===== src/rtl/calculation_operand_loader.sv =====
// Serial operand loader: assembles a framed four-word sequence into parallel
// operands a..d and holds them until the downstream stage consumes the set.
//
//  state  | meaning
//  -------+-------------------------------------------------------------
//  LOAD_A | waiting for the start-of-frame word (operand a)
//  LOAD_B | a captured, waiting for operand b
//  LOAD_C | b captured, waiting for operand c
//  LOAD_D | c captured, waiting for operand d
//  HOLD   | full operand set presented, waiting for out_ready
module calculation_operand_loader #(
    parameter int BW = 8
) (
    input  logic          clk,
    input  logic          rst,
    input  logic [BW-1:0] in_data,
    input  logic          in_sof,
    input  logic          in_valid,
    output logic          in_ready,
    output logic [BW-1:0] a,
    output logic [BW-1:0] b,
    output logic [BW-1:0] c,
    output logic [BW-1:0] d,
    output logic          div_zero,
    output logic          out_valid,
    input  logic          out_ready,
    output logic [15:0]   frame_cnt,
    output logic          sync_err
);

    typedef enum logic [2:0] {
        LOAD_A = 3'd0,
        LOAD_B = 3'd1,
        LOAD_C = 3'd2,
        LOAD_D = 3'd3,
        HOLD   = 3'd4
    } state_t;

    state_t        state_q, state_d;
    logic [BW-1:0] a_q, a_d;
    logic [BW-1:0] b_q, b_d;
    logic [BW-1:0] c_q, c_d;
    logic [BW-1:0] d_q, d_d;
    logic          div_zero_q, div_zero_d;
    logic [15:0]   frame_cnt_q, frame_cnt_d;
    logic          sync_err_q, sync_err_d;
    logic          beat;

    assign beat = in_valid && (state_q != HOLD);

    always_ff @(posedge clk) begin
        if (rst) begin
            state_q     <= LOAD_A;
            a_q         <= '0;
            b_q         <= '0;
            c_q         <= '0;
            d_q         <= '0;
            div_zero_q  <= 1'b0;
            frame_cnt_q <= 16'h0000;
            sync_err_q  <= 1'b0;
        end else begin
            state_q     <= state_d;
            a_q         <= a_d;
            b_q         <= b_d;
            c_q         <= c_d;
            d_q         <= d_d;
            div_zero_q  <= div_zero_d;
            frame_cnt_q <= frame_cnt_d;
            sync_err_q  <= sync_err_d;
        end
    end

    always_comb begin
        state_d     = state_q;
        a_d         = a_q;
        b_d         = b_q;
        c_d         = c_q;
        d_d         = d_q;
        div_zero_d  = div_zero_q;
        frame_cnt_d = frame_cnt_q;
        sync_err_d  = sync_err_q;

        case (state_q)
            LOAD_A: begin
                if (beat) begin
                    if (in_sof) begin
                        a_d     = in_data;
                        state_d = LOAD_B;
                    end else begin
                        sync_err_d = 1'b1;
                    end
                end
            end
            LOAD_B, LOAD_C, LOAD_D: begin
                if (beat) begin
                    // A stray start-of-frame restarts assembly with this word as a.
                    if (in_sof) begin
                        a_d        = in_data;
                        sync_err_d = 1'b1;
                        state_d    = LOAD_B;
                    end else if (state_q == LOAD_B) begin
                        b_d        = in_data;
                        div_zero_d = (in_data == '0);
                        state_d    = LOAD_C;
                    end else if (state_q == LOAD_C) begin
                        c_d     = in_data;
                        state_d = LOAD_D;
                    end else begin
                        d_d     = in_data;
                        state_d = HOLD;
                    end
                end
            end
            HOLD: begin
                if (out_ready) begin
                    frame_cnt_d = frame_cnt_q + 16'd1;
                    state_d     = LOAD_A;
                end
            end
            default: begin
                state_d = LOAD_A;
            end
        endcase
    end

    assign in_ready  = (state_q != HOLD);
    assign out_valid = (state_q == HOLD);
    assign a         = a_q;
    assign b         = b_q;
    assign c         = c_q;
    assign d         = d_q;
    assign div_zero  = div_zero_q;
    assign frame_cnt = frame_cnt_q;
    assign sync_err  = sync_err_q;

endmodule


===== config.mk =====
export PLATFORM = sky130hd
export DESIGN_NAME = calculation_operand_loader
export DESIGN_NICKNAME = d
export VERILOG_FILES = /design/src/rtl/calculation_operand_loader.sv
export SDC_FILE = /design/constraint.sdc
export NUM_CORES = 1
export LEC_CHECK = 0
export ABC_AREA = 1
export CAP_MARGIN = 20
export CORE_MARGIN = 4
export CORE_UTILIZATION = 42
export DETAILED_ROUTE_END_ITERATION = 10
export GPL_ROUTABILITY_DRIVEN = 0
export PLACE_DENSITY_LB_ADDON = 0.05
export SYNTH_ARGS = -nofsm -noshare
export SYNTH_HDL_FRONTEND = slang
export SYNTH_SLANG_ARGS = --single-unit

===== constraint.sdc =====
create_clock -name clk -period 2.72 [get_ports clk]
set_input_delay 0.544 -clock clk [delete_from_list [all_inputs] [get_ports clk]]
set_output_delay 0.544 -clock clk [all_outputs]
set_load 0.1 [all_outputs]

==> out/qor.txt <==
RSZ-0062 raised after global routing: no
Avg Cell Area, Syn: 7.58 um^2
Power Total: 2.00 mW
CTS Buf Count: 5
Synth area leader: dfxtp_1
Post-DP HPWL: 3980 um
Crit path required time: 2180 ps
Leak Pwr: 1.32 nW
VDD IR max: 354 uV
Final setup vio count: 0
Net Sw Frac: 37.9%
Top cells by count, synth: nor2_1, dfxtp_1, o21ai_0
Total Routing Usage GR: 17.3%
Mapped Cells: 300
Register share of total power: 43.6%
H-tree depth: 2
Final period util: 69.2%
Fmax: 531 MHz
Clock power share: 26.6%
Die area: 6660 um^2
FP Rows: 26
Aggregate global routing overflow: 0
I/O pin count: 65
Crit path capture type: output port
Final Core Density: 57.4%
Flop and latch count out of synthesis: 53
Share of layout cells above drive strength 1: 21.3%
Total number of vias: 2,083
Slew @ Worst Pin: 431 ps
Async SR Flop Fraction: 0%
EDFF count, synth: 0
DRC viols: 0
Relative slew slack: 71.2%
Synth unique cells: 29
Synth top area share: 46.6%
Mapped Area: 2270 um^2
Drt pass-1 iters: 4
Wire per inst: 12.3 um
Via density: 4.77
Die Y: 81.6 um
Fin cells: 437
Clk root buf: clkbuf_8
Startpoint class of the critical path: flip-flop
Clk slew on worst S/H paths: 90 ps
Placed instance area: 2860 um^2
PD cells: 674 nW/um^2
Run status: finished clean
Area delta synth->final: 30.4%
Area contributors post-synth: dfxtp_1, nor2_1, o21ai_0
Internal Pwr Total: 1.24 mW
Final worst slack: 838 ps
Starting Density: 44.0%
Max FO, Critical Path: 5
Design area: 2970 um^2
First-pass GRT wire length: 8940 um
Final Critical Period: 1880 ps
Sequential area share after synthesis: 46.6%
Most common cell in the synthesized netlist: nor2_1
Worst-Skew Late Latency: 300 ps
Final Hold Vio Count: 0
# Post-CTS Setup Buffers: 0
Largest net degree at the start of global routing: 46
Core Region: 5170 um^2
Pins Over Slew Limit: 0
Switching power: 0.758 mW
Worst hold margin: 450 ps
Vias in the first global route: 1,920
ANT nets after route: 0
I/O Buffers: 64
Post_cts resized: 0
DR iter-0 viols: 120
Clk sink count: 53
Max Cap Violations: 0
Die Wd: 81.6 um
Sum of negative setup slack: 0 ps
Syn nets: 314
HP Class: reg -> reg
Initial antenna violation count: 0
Final #Nets: 380
Predominant post-synthesis flop cell: dfxtp_1
Reg-to-reg setup timing slack: 1310 ps
Cts hold-fix bufs: 0
WP data arrival: 1340 ps
Clock skew: 4.70 ps
Crit path kind: reg -> out
Comb pwr share: 29.8%
Number of inserted diodes: 0
Syn. warnings: 0
Dpl ws: 580 ps
Cells after DPL: 429
Longest Clk Path Bufs: 2
Routed wire length: 5390 um
CTS tree: yes
[area by class of cell]
cell class              count  area (um^2)
clock buffers               6         72.6
clock inverters             2         38.8
fillers                   502         2210
inverters                  37          149
multi-input cells         204         1040
flip-flops and latches     53         1060
well taps                  70         87.6
repair buffers             65          518
[registers in the layout, summed over array words and instances (netlist names)]
signal	cells
frame_cnt	16
b	8
c	8
div_zero	1
a	8
sync_err	1
d	8
state_q	3
[worst max-delay path, stage by stage, from the launching register on]
cell,delay (ps)
dfxtp_1,380
nor2_4,190
nand2_2,120
inv_1,70
buf_4,280
[layer usage]
| metal | up-vias | track usage [%] | wire, um |
|---|---|---|---|
| li1 | 1108 | - | - |
| met1 | 923 | 22.3 | 2550 |
| met2 | 48 | 29.3 | 2510 |
| met3 | 4 | 4.61 | 287 |
| met4 | 0 | 3.49 | 36 |
| met5 | - | 0 | 0 |
[kinds of logic after synthesis]
kind of cell	after synthesis	share of synthesized area, %
xor+xnor	1	0.385
buf+inv	43	7.65
fa+ha+maj	1	0.550
compound gates	66	14.7
flops	53	46.6
simple gates	136	30.1
[path summary, 6_finish.rpt]
path | to | cells after the start | from
max reg2reg | frame_cnt[14]$_SDFFE_PP0P_ | 8 | frame_cnt[0]$_SDFFE_PP0P_
min reg2reg | a[1]$_SDFFE_PP0P_ | 2 | a[1]$_SDFFE_PP0P_
min | a[1]$_SDFFE_PP0P_ | 2 | a[1]$_SDFFE_PP0P_
max | out_valid | 4 | state_q[1]$_SDFFE_PP0P_
[cells in the final DEF (no fill, tap or decap), types with 2 or more instances in the layout]
cell / netlist / layout
clkdlybuf4s50_1: 0 / 12
nand2_4: 4 / 4
clkinv_4: 2 / 3
o21ai_0: 41 / 41
a21oi_1: 21 / 21
nand2_1: 25 / 25
inv_1: 32 / 32
nor2_8: 2 / 2
nor2_1: 73 / 73
nand3_1: 10 / 10
o21ai_1: 2 / 2
nand4_1: 8 / 8
nor3_1: 3 / 3
nor2_4: 4 / 4
clkbuf_8: 0 / 5
dfxtp_1: 53 / 53
buf_4: 0 / 53
inv_2: 2 / 2
[power groups by stage]
stage / registers [mW] / clock network (mW) / logic, mW
after detailed placement: 0.890 / 0 / 0.601
after global placement: 0.889 / 0 / 0.595
after floorplan: 1.18 / 0 / 0.177
after CTS: 0.871 / 0.548 / 0.601
after global routing: 0.881 / 0.576 / 0.635
final: 0.871 / 0.532 / 0.596
(Power assumes the default switching activity.)
